--- config.mk ---
export PLATFORM = sky130hd
export DESIGN_NAME = output_display_unit
export DESIGN_NICKNAME = d
export VERILOG_FILES = /design/src/rtl/output_display_unit.sv
export SDC_FILE = /design/constraint.sdc
export NUM_CORES = 1
export LEC_CHECK = 0
export CAP_MARGIN = 20
export CORE_MARGIN = 2
export CORE_UTILIZATION = 49
export CTS_BUF_LIST = sky130_fd_sc_hd__clkbuf_4
export CTS_CLUSTER_SIZE = 25
export DETAILED_ROUTE_END_ITERATION = 10
export HOLD_SLACK_MARGIN = 0.06
export PLACE_DENSITY = 0.73
export SLEW_MARGIN = 0
export SYNTH_ARGS = -nofsm -noshare
export SYNTH_HDL_FRONTEND = slang
export SYNTH_SLANG_ARGS = --single-unit
--- constraint.sdc ---
create_clock -name clock -period 6.7 [get_ports clock]
set_input_delay 2.01 -clock clock [delete_from_list [all_inputs] [get_ports clock]]
set_output_delay 2.01 -clock clock [all_outputs]
set_load 0.01 [all_outputs]
--- src/rtl/output_display_unit.sv ---
// rtl/output_display_unit.sv - OUT-port word to DIGITS-wide 7-segment decimal display (double-dabble).
// Optional feature: define SIGNED_DISPLAY_EN to show OUT_Data as two's complement with a leading minus.
module output_display_unit #(
   parameter int DIGITS = 8
) (
   input  logic                  clock,
   input  logic                  reset,
   input  logic [31:0]           OUT_Data,
   input  logic                  flagOUT,
   output logic [7*DIGITS-1:0]   HEX,
   output logic                  busy,
   output logic                  overflow
);

   localparam logic [6:0] SEG_BLANK = 7'h7F;
   localparam logic [6:0] SEG_MINUS = 7'h3F;
   // All digits blank except digit0 showing "0" (7F ^ 3F = 40).
   localparam logic [7*DIGITS-1:0] HEX_RST = {7*DIGITS{1'b1}} ^ (7*DIGITS)'(7'h3F);

   typedef enum logic [1:0] {IDLE, SHIFT, DONE} state_t;

   function automatic logic [6:0] seg7(input logic [3:0] d);
      case (d)
         4'd0:    seg7 = 7'h40;
         4'd1:    seg7 = 7'h79;
         4'd2:    seg7 = 7'h24;
         4'd3:    seg7 = 7'h30;
         4'd4:    seg7 = 7'h19;
         4'd5:    seg7 = 7'h12;
         4'd6:    seg7 = 7'h02;
         4'd7:    seg7 = 7'h78;
         4'd8:    seg7 = 7'h00;
         4'd9:    seg7 = 7'h10;
         default: seg7 = SEG_BLANK;
      endcase
   endfunction

   state_t               state_q, state_d;
   logic [4:0]           cnt_q, cnt_d;
   logic [31:0]          bin_q, bin_d;
   logic [39:0]          bcd_q, bcd_d;
   logic                 neg_q, neg_d;
   logic                 pend_v_q, pend_v_d;
   logic [31:0]          pend_w_q, pend_w_d;
   logic [7*DIGITS-1:0]  hex_q, hex_d;
   logic                 ovf_q, ovf_d;
   logic                 busy_q, busy_d;

   logic [39:0]          bcd_adj;
   logic [31:0]          cap_word;
   int                   msd;
   logic                 hi_nz;
   logic                 ovf_f;
   logic [7*DIGITS-1:0]  hex_f;

   always_comb begin
      bcd_adj = bcd_q;
      for (int i = 0; i < 10; i++) begin
         if (bcd_q[4*i +: 4] >= 4'd5) bcd_adj[4*i +: 4] = bcd_q[4*i +: 4] + 4'd3;
      end
   end

   // Formatting of the finished BCD value; only sampled into hex_q in DONE.
   always_comb begin
      msd   = 0;
      hi_nz = 1'b0;
      hex_f = '1;
      for (int i = 0; i < 10; i++) begin
         if (bcd_q[4*i +: 4] != 4'd0) begin
            if (i >= DIGITS) hi_nz = 1'b1;
            else             msd   = i;
         end
      end
      ovf_f = hi_nz || (neg_q && (msd + 1 >= DIGITS));
      for (int i = 0; i < DIGITS; i++) begin
         if (ovf_f)                       hex_f[7*i +: 7] = SEG_MINUS;
         else if (i <= msd)               hex_f[7*i +: 7] = seg7(bcd_q[4*i +: 4]);
         else if (neg_q && i == msd + 1)  hex_f[7*i +: 7] = SEG_MINUS;
         else                             hex_f[7*i +: 7] = SEG_BLANK;
      end
   end

   always_comb begin
      state_d  = state_q;
      cnt_d    = cnt_q;
      bin_d    = bin_q;
      bcd_d    = bcd_q;
      neg_d    = neg_q;
      pend_v_d = pend_v_q;
      pend_w_d = pend_w_q;
      hex_d    = hex_q;
      ovf_d    = ovf_q;
      busy_d   = busy_q;
      cap_word = flagOUT ? OUT_Data : pend_w_q;

      if (flagOUT && state_q != IDLE) begin
         pend_v_d = 1'b1;
         pend_w_d = OUT_Data;
      end

      case (state_q)
         IDLE: begin
            if (flagOUT || pend_v_q) begin
`ifdef SIGNED_DISPLAY_EN
               neg_d = cap_word[31];
               bin_d = cap_word[31] ? (32'd0 - cap_word) : cap_word;
`else
               neg_d = 1'b0;
               bin_d = cap_word;
`endif
               pend_v_d = 1'b0;
               bcd_d    = '0;
               cnt_d    = '0;
               busy_d   = 1'b1;
               state_d  = SHIFT;
            end
         end
         SHIFT: begin
            bcd_d = {bcd_adj[38:0], bin_q[31]};
            bin_d = {bin_q[30:0], 1'b0};
            cnt_d = cnt_q + 5'd1;
            if (cnt_q == 5'd31) state_d = DONE;
         end
         DONE: begin
            hex_d   = hex_f;
            ovf_d   = ovf_f;
            busy_d  = 1'b0;
            state_d = IDLE;
         end
         default: state_d = IDLE;
      endcase
   end

   always_ff @(posedge clock or posedge reset) begin
      if (reset) begin
         state_q  <= IDLE;
         cnt_q    <= '0;
         bin_q    <= '0;
         bcd_q    <= '0;
         neg_q    <= 1'b0;
         pend_v_q <= 1'b0;
         pend_w_q <= '0;
         hex_q    <= HEX_RST;
         ovf_q    <= 1'b0;
         busy_q   <= 1'b0;
      end else begin
         state_q  <= state_d;
         cnt_q    <= cnt_d;
         bin_q    <= bin_d;
         bcd_q    <= bcd_d;
         neg_q    <= neg_d;
         pend_v_q <= pend_v_d;
         pend_w_q <= pend_w_d;
         hex_q    <= hex_d;
         ovf_q    <= ovf_d;
         busy_q   <= busy_d;
      end
   end

   assign HEX      = hex_q;
   assign busy     = busy_q;
   assign overflow = ovf_q;

endmodule

After elaboration in Yosys (flattened, before gate mapping):

Memory sizes are Yosys's and may differ from the RTL's.
Index checks and enable logic that the tools add are counted.

* memories: 8
* register bits: 170
* output and inout bits: 58
* ROM bits: 896
* word-level logic and storage cells: 119

Memories
* (name not given): depth 16, width 7, rd ports 1, clocked after memory_dff 0, wr ports 0, RTL line 23 `case (d)`
* (name not given): depth 16, width 7, rd ports 1, clocked after memory_dff 0, wr ports 0, RTL line 23
* (name not given): depth 16, width 7, rd ports 1, clocked after memory_dff 0, wr ports 0, RTL line 23
* (name not given): depth 16, width 7, rd ports 1, clocked after memory_dff 0, wr ports 0, RTL line 23
* (name not given): depth 16, width 7, rd ports 1, clocked after memory_dff 0, wr ports 0, RTL line 23
* (name not given): depth 16, width 7, rd ports 1, clocked after memory_dff 0, wr ports 0, RTL line 23
* 2 more memories

* muxes and demuxes: 50
* $add $sub $neg: 11
* reduce and logical (&&, ||, !) cells: 18
* equal/unequal tests: 5
* magnitude comparators: 18

Operators by type and width (number)
* $mux W32: 8
* $le A4 B32 Y1 const A: 4
* $mux W7: 16
* $pmux W40 S2: 1
* $le A3 B32 Y1 const A: 2
* $pmux W32 S2: 1
* $ge A4 B3 Y1 const B: 10
* $mux W40: 1
* $add A4 B2 Y4 const B: 9
* $mux W4: 9
* $reduce_bool A4 Y1: 9
* $le A1 B32 Y1 const A: 1
* $le A2 B32 Y1 const A: 1
* $pmux W5 S2: 1
* $mux W1: 7
* $reduce_and A2 Y1: 3
* $reduce_bool A2 Y1: 3
* $add A5 B1 Y5 const B: 1
* $eq A5 B5 Y1 const B: 1
* $mux W5: 1
* $mux W2: 2
* $ne A2 B2 Y1 const B: 2
* $pmux W2 S2: 1
* $add A3 B2 Y3 const B: 1
* 7 further kinds: 7

Logic depth before layout (Yosys ltp):

Gate-level depths: netlist (run 1).

* word-level depth: 11
* depth in mapped cells: 7
* depth with buffers taken out: 6

Worst setup path before layout (run 1):

OpenSTA, ideal clock, no wires.

* path kind: input to register
* start: in flagOUT
* end: reg bcd_q[14]
* buffers on the path: 3
* path slack: 3.312 ns
* required time: 6.634 ns
* library setup time: 0.066 ns
* stages on the path: 6
* data arrival time: 3.322 ns
* cell sequence: clkbuf_1 > or2_2 > clkbuf_1 > o21ai_1 > buf_2 > a22o_1

* word-level cells in the longest chain between the ends: 3

Ends and longest elaborated chain
* start, declared: RTL line 9 `input logic flagOUT,`
* $logic_or A1 B1 Y1: RTL line 103 `if (flagOUT || pend_v_q) begin`
* $ne A2 B2 Y1 (no source line)
* $reduce_and A2 Y1 (no source line)
* end signal, assigned: RTL line 139 `bcd_q <= '0;`
* end signal, assigned: RTL line 150 `bcd_q <= bcd_d;`
* end, declared: RTL line 41 `logic [39:0] bcd_q, bcd_d;`

No other way between the ends.
A chain may end at the register's enable or synchronous reset.

Worst setup path in the final report (run 1):

* start: in flagOUT
* end: reg bcd_q[20]

Same word-level chain as after synthesis.

==> flow_metrics.env, run 1 <==
export IMPL_cp_num_buf_inv=2
export IMPL_hold_viol=0
export IMPL_fp_coreArea_um2=18600
export IMPL_setup_tns_ps=0
export IMPL_portBuffers=92
export IMPL_path_depth=6
export IMPL_start_util_pct=49.7
export IMPL_overflow=0
export IMPL_post_place_ws_ps=2250
export IMPL_hold_path_class="flip-flop to flip-flop"
export IMPL_seqCellArea_um2=4320
export IMPL_placed_cell_area_um2=10300
export IMPL_syn_avg_cell_area_um2=9.69
export IMPL_antenna_cells=0
export IMPL_rows=50
export IMPL_p_leak_uw=0.00440
export IMPL_synthCells=953
export IMPL_fill_cells=1621
export IMPL_die_w_um=141
export IMPL_holdPathStages=2
export IMPL_drtIter0Drc=472
export IMPL_crit_family="simple AND/OR/NAND/NOR gates"
export IMPL_fmax_mhz=262
export IMPL_status="finished, final reports clean"
export IMPL_rr_worst_depth=6
export IMPL_area_delta_synth_final_pct=14.3
export IMPL_rsz0062_at_grt="false"
export IMPL_avgRoutedWirePerCell_um=15.7
export IMPL_synth_top_area_share_pct=32.5
export IMPL_r2r_slack_ps=4110
export IMPL_synth_distinct_cells=53
export IMPL_hold_slack_ps=470
export IMPL_antenna_left=0
export IMPL_final_cell_area_um2=10600
export IMPL_antenna_found_initial=0
export IMPL_slowest_stage="nand2_1"
export IMPL_netlist_area_um2=9230
export IMPL_drc=0
export IMPL_worst_slack_ps=2880
export IMPL_crit_chain="buf_2 -> buf_4 -> or2_2 -> nand2_1 -> nand3_1 -> o21ai_0"
export IMPL_maxSlewHeadroom_pct=29.0
export IMPL_slew_violations=0
export IMPL_clockBufferDepth=2
export IMPL_clk_pin_slew_worst_paths_ps=140
export IMPL_grt_pass1_wl_um=33500
export IMPL_h_tree_depth=4
export IMPL_place_gp_congestion=0.810
export IMPL_critical_path_class="primary input to flip-flop"
export IMPL_drive_gt1_share_pct=14.1
export IMPL_wl_um=19700
export IMPL_fin_crit_sh_pct=57.0
export IMPL_cts_resized=0
export IMPL_vias=7028
export IMPL_dieArea_um2=20000
export IMPL_cts_root_buf="clkbuf_4"
export IMPL_first_pass_iters=4
export IMPL_synth_top_flop_cell="dfrtp_1"
export IMPL_vias_per_cell=5.60
export IMPL_yosys_warnings=0
export IMPL_start_kind="primary input"
export IMPL_tightestPinTransition_ps=1060
export IMPL_synth_commonest_cells="o21ai_0 (125), dfrtp_1 (120), nand2_1 (80)"
export IMPL_holdBufCountCts=0
export IMPL_grt_pass1_vias=6735
export IMPL_cp_max_fo=35
export IMPL_clock_skew_ps=25.6
export IMPL_fp_dieH_um=141
export IMPL_synth_seq_cells=170
export IMPL_worstPathArrival_ps=4250
export IMPL_syn_num_nets=1038
export IMPL_yosysMostFrequentCell="o21ai_0"
export IMPL_io_pins=93
export IMPL_synth_edff_count=0
export IMPL_max_stage_delay_ps=680
export IMPL_vdd_drop_max_v=0.000176
export IMPL_post_cts_buffers=0
export IMPL_numCtsBuffers=17
export IMPL_tritoncts="yes"
export IMPL_power_density_nw_per_um2=413
export IMPL_ys_seq_area_share_pct=46.7
export IMPL_min_period_ps=3820
export IMPL_cp_end_kind="flip-flop"
export IMPL_fin_nets=1093
export IMPL_cts_num_sinks=170
export IMPL_yosysTopAreaCell="dfrtp_1"
export IMPL_clock_latency_ps=580
export IMPL_multiInputGateArea_um2=4560
export IMPL_synthArstFlopShare_pct=100
export IMPL_max_cap_viol_count=0
export IMPL_hpwlAfterDp_um=13200
export IMPL_setup_viol=0
export IMPL_crit_required_ps=7130
export IMPL_grt_max_degree=110
export IMPL_synth_area_top_cells="dfrtp_1 (33%), dfstp_2 (14%), ha_1 (6.8%)"
export IMPL_grt_use_total_pct=20.6
==> metal layers <==
layer  track usage (%)  wire (um)  up-vias
li1                  -          -     3481
met1              28.4       9220     3400
met2              33.9       9600      124
met3              3.58        579       23
met4              5.79        269        0
met5                 0          0        -
==> worst register-to-register path: stages (launching register included) <==
cell and delay (ps):
dfrtp_1 480, inv_1 160, ha_1 270, nor3b_2 450, nand4_2 360, or3_1 570
a31oi_1 230
==> cell usage in the layout (no fill, tap or decap), types with 7 or more instances in the layout <==
master           Yosys  routed
o21ai_0            125     125
dfrtp_1            120     120
clkdlybuf4s50_1      0      91
nand2_1             80      80
nor2_1              67      65
nand3_1             52      52
dfstp_2             50      50
a21oi_1             50      50
ha_1                50      50
mux2i_1             42      42
inv_1               37      36
mux2_2              36      36
o22a_1              27      27
clkbuf_4             0      18
nand2b_1            17      17
xnor2_1             16      16
nor3b_1             13      13
a22o_1              13      13
buf_4                0      10
o21bai_1             9       9
a31oi_1              9       9
and2_1               8       8
nor3_1               8       7
==> worst paths after layout <==
kind / to / startpoint
hold reg to reg: HEX[55]$_DFFE_PP1P_ / HEX[55]$_DFFE_PP1P_
setup / recovery: bcd_q[20]$_DFFE_PP0P_ / flagOUT
setup reg to reg: HEX[12]$_DFFE_PP1P_ / bcd_q[29]$_DFFE_PP0P_
min in group asynchronous: pend_w_q[25]$_DFFE_PP0P_ / reset
max in group asynchronous: HEX[20]$_DFFE_PP1P_ / reset
hold / removal: HEX[55]$_DFFE_PP1P_ / HEX[55]$_DFFE_PP1P_
==> layout make-up <==
cell class | count | share of cell area [%]
multi-input combinational | 680 | 43.3
sequential | 170 | 40.9
timing repair buffer | 102 | 9.39
tap | 234 | 2.77
inverter | 37 | 1.36
clock buffer | 18 | 1.28
clock inverter | 14 | 1.02
==> registers in the layout, indices dropped and copies added, names as in the netlist <==
signal,cells
HEX,56
bin_q,32
pend_w_q,32
bcd_q,40
overflow,1
pend_v_q,1
busy,1
state_q,2
cnt_q,5
==> cells by family after synthesis <==
kind of cell               synth area share [%]
AOI/OAI and AO/OA                          17.9
DFF                                        46.7
buffers and inverters                      4.23
and+or+nand+nor                            13.6
adders and majority gates                  6.78
xor gates and xnor gates                   1.80
muxes                                      8.94
==> power by group <==
part           leakage, uW  switching, uW  total (uW)  internal [uW]
clock network     0.000134            359         541            182
registers          0.00201            427        1860           1430
logic              0.00226            989        1960            973
==> stage by stage <==
stage | power (uW) | std cells | utilization, %
after floorplan | 3290 | 953 | -
after global placement | 3780 | 1223 | 55.5
after detailed placement | 3850 | 1223 | 55.5
after CTS | 4390 | 1255 | 56.8
after global routing | 4770 | 1255 | 56.8
final | 4360 | 1255 | 56.8
Power figures use the tool's default switching activity.
==> inputs of run 2 (changes only) <==
- PLACE_DENSITY: 0.73 -> 0.7
- clock period: 6.7 -> 3.55 ns (I/O delays scaled with it)
==> run 2 against run 1 <==
- critical path depth down 5
- power up 96%
- combinational power up 90%
- core utilization up 1.1 points
- clock skew down 4.3 ps
- global-route usage down 0.13 points
- highest routed layer unchanged
- register-to-register slack worse by 3100 ps
==> flow_metrics.env, run 2 (synthesis gave the netlist of run 1 again) <==
export IMPL_status="finished, final reports clean"
export IMPL_worstPathArrival_ps=1690
export IMPL_min_period_ps=2750
export IMPL_cp_max_fo=2
export IMPL_clock_latency_ps=580
export IMPL_first_pass_iters=4
export IMPL_grt_pass1_wl_um=33300
export IMPL_hp_start="HEX[55]$_DFFE_PP1P_"
export IMPL_wl_um=19500
export IMPL_overflow=0
export IMPL_crit_family="flip-flops"
export IMPL_cp_end_kind="output pin"
export IMPL_setup_tns_ps=0
export IMPL_holdPathStages=2
export IMPL_holdBufCountCts=0
export IMPL_numCtsBuffers=17
export IMPL_fill_cells=1659
export IMPL_slew_violations=0
export IMPL_largest_reg_flops=56
export IMPL_drc=0
export IMPL_setup_viol=0
export IMPL_hold_viol=0
export IMPL_fin_crit_sh_pct=77.5
export IMPL_cts_root_buf="clkbuf_4"
export IMPL_cts_num_sinks=170
export IMPL_crit_required_ps=2480
export IMPL_grt_max_degree=67
export IMPL_placed_cell_area_um2=10400
export IMPL_clock_skew_ps=21.3
export IMPL_clk_pin_slew_worst_paths_ps=140
export IMPL_r2r_slack_ps=970
export IMPL_max_stage_delay_ps=580
export IMPL_vias_per_cell=5.58
export IMPL_final_cell_mix="o21ai_0 (125), dfrtp_1 (120), clkdlybuf4s50_1 (91)"
export IMPL_start_util_pct=49.7
export IMPL_grt_use_total_pct=20.5
export IMPL_h_tree_depth=4
export IMPL_path_depth=1
export IMPL_crit_start="HEX[41]$_DFFE_PP1P_"
export IMPL_rr_worst_depth=6
export IMPL_avgRoutedWirePerCell_um=15.5
export IMPL_post_cts_buffers=0
export IMPL_place_gp_congestion=0.831
export IMPL_fmax_mhz=364
export IMPL_vdd_drop_max_v=0.000295
export IMPL_area_delta_synth_final_pct=16.4
export IMPL_critical_path_class="flip-flop to output pin"
export IMPL_drtIter0Drc=365
export IMPL_rows=50
export IMPL_final_common_cell="o21ai_0"
export IMPL_hpwlAfterDp_um=13200
export IMPL_p_leak_uw=0.00449
export IMPL_dieArea_um2=20000
export IMPL_tightestPinTransition_ps=1070
export IMPL_power_density_nw_per_um2=796
export IMPL_vias=7032
export IMPL_drive_gt1_share_pct=14.6
export IMPL_antenna_left=0
export IMPL_io_pins=93
export IMPL_max_cap_viol_count=0
export IMPL_slowest_stage="dfstp_2"
export IMPL_rsz0062_at_grt="false"
export IMPL_portBuffers=92
export IMPL_grt_pass1_vias=6774
export IMPL_fp_coreArea_um2=18600
export IMPL_fp_dieH_um=141
export IMPL_final_cell_area_um2=10800
export IMPL_antenna_found_initial=1
export IMPL_crit_chain="clkdlybuf4s50_1"
export IMPL_tritoncts="yes"
export IMPL_fin_nets=1098
export IMPL_hold_path_class="flip-flop to flip-flop"
export IMPL_r2r_start="bcd_q[28]$_DFFE_PP0P_"
export IMPL_clockBufferDepth=2
export IMPL_cts_resized=0
export IMPL_maxSlewHeadroom_pct=28.1
export IMPL_die_w_um=141
export IMPL_cp_num_buf_inv=1
export IMPL_start_kind="flip-flop"
[run 2: cell types whose count changed in the layout (fill, tap and decap cells not counted), sizes merged]
cell,previous run,this run
clkbuf,18,19
bufinv,1,5
diode,0,1
clkinvlp,2,1
clkinv,11,7
buf,11,16
[run 2: final timing paths]
kind | endpoint
setup / recovery | HEX[41]
hold / removal | HEX[55]$_DFFE_PP1P_
setup reg to reg | HEX[11]$_DFFE_PP1P_
hold reg to reg | HEX[55]$_DFFE_PP1P_
max in group asynchronous | HEX[46]$_DFFE_PP1P_
min in group asynchronous | bin_q[27]$_DFFE_PP0P_
[run 2: metal layers]
layer / up-vias / track usage (%) / wire length, um
met5: - / 0 / 0
met4: 0 / 5.53 / 255
met3: 18 / 3.54 / 602
met2: 128 / 33.4 / 9460
met1: 3383 / 28.6 / 9180
li1: 3503 / - / -
[run 2: metrics by stage]
stage               worst slack [ps]  total power, uW  hold slack, ps  util, %  std cells
floorplan                        357             6200             445        -        953
global placement                 943             7180             457     56.0       1228
detailed placement               918             7280             459     56.0       1228
CTS                              735             8630             479     57.9       1260
global route                     704             9340             509     57.9       1261
finish                           800             8560             478     57.9       1261
[run 2: worst reg2reg max path, cell delays in order (launching register included)]
cell,delay [ps]
dfrtp_1,480
inv_1,160
ha_1,290
nor3b_2,440
nand4_2,380
or3_1,570
a31oi_1,210
[run 2: final cells by class]
type,count,area (um^2),area share [%]
Clock buffer,19,143,1.33
Antenna cell,1,2.50,0.0233
Timing Repair Buffer,107,1090,10.1
Tap cell,234,293,2.72
Multi-Input combinational cell,680,4560,42.4
Sequential cell,170,4320,40.1
Clock inverter,13,200,1.86
Inverter,37,143,1.33
[run 2: power by group]
group | internal, uW | leakage [uW] | total (uW) | switching, uW
Sequential | 2700 | 0.00201 | 3500 | 797
Clock | 642 | 0.000186 | 1320 | 681
Combinational | 1860 | 0.00230 | 3730 | 1870
Total | 5210 | 0.00449 | 8560 | 3350
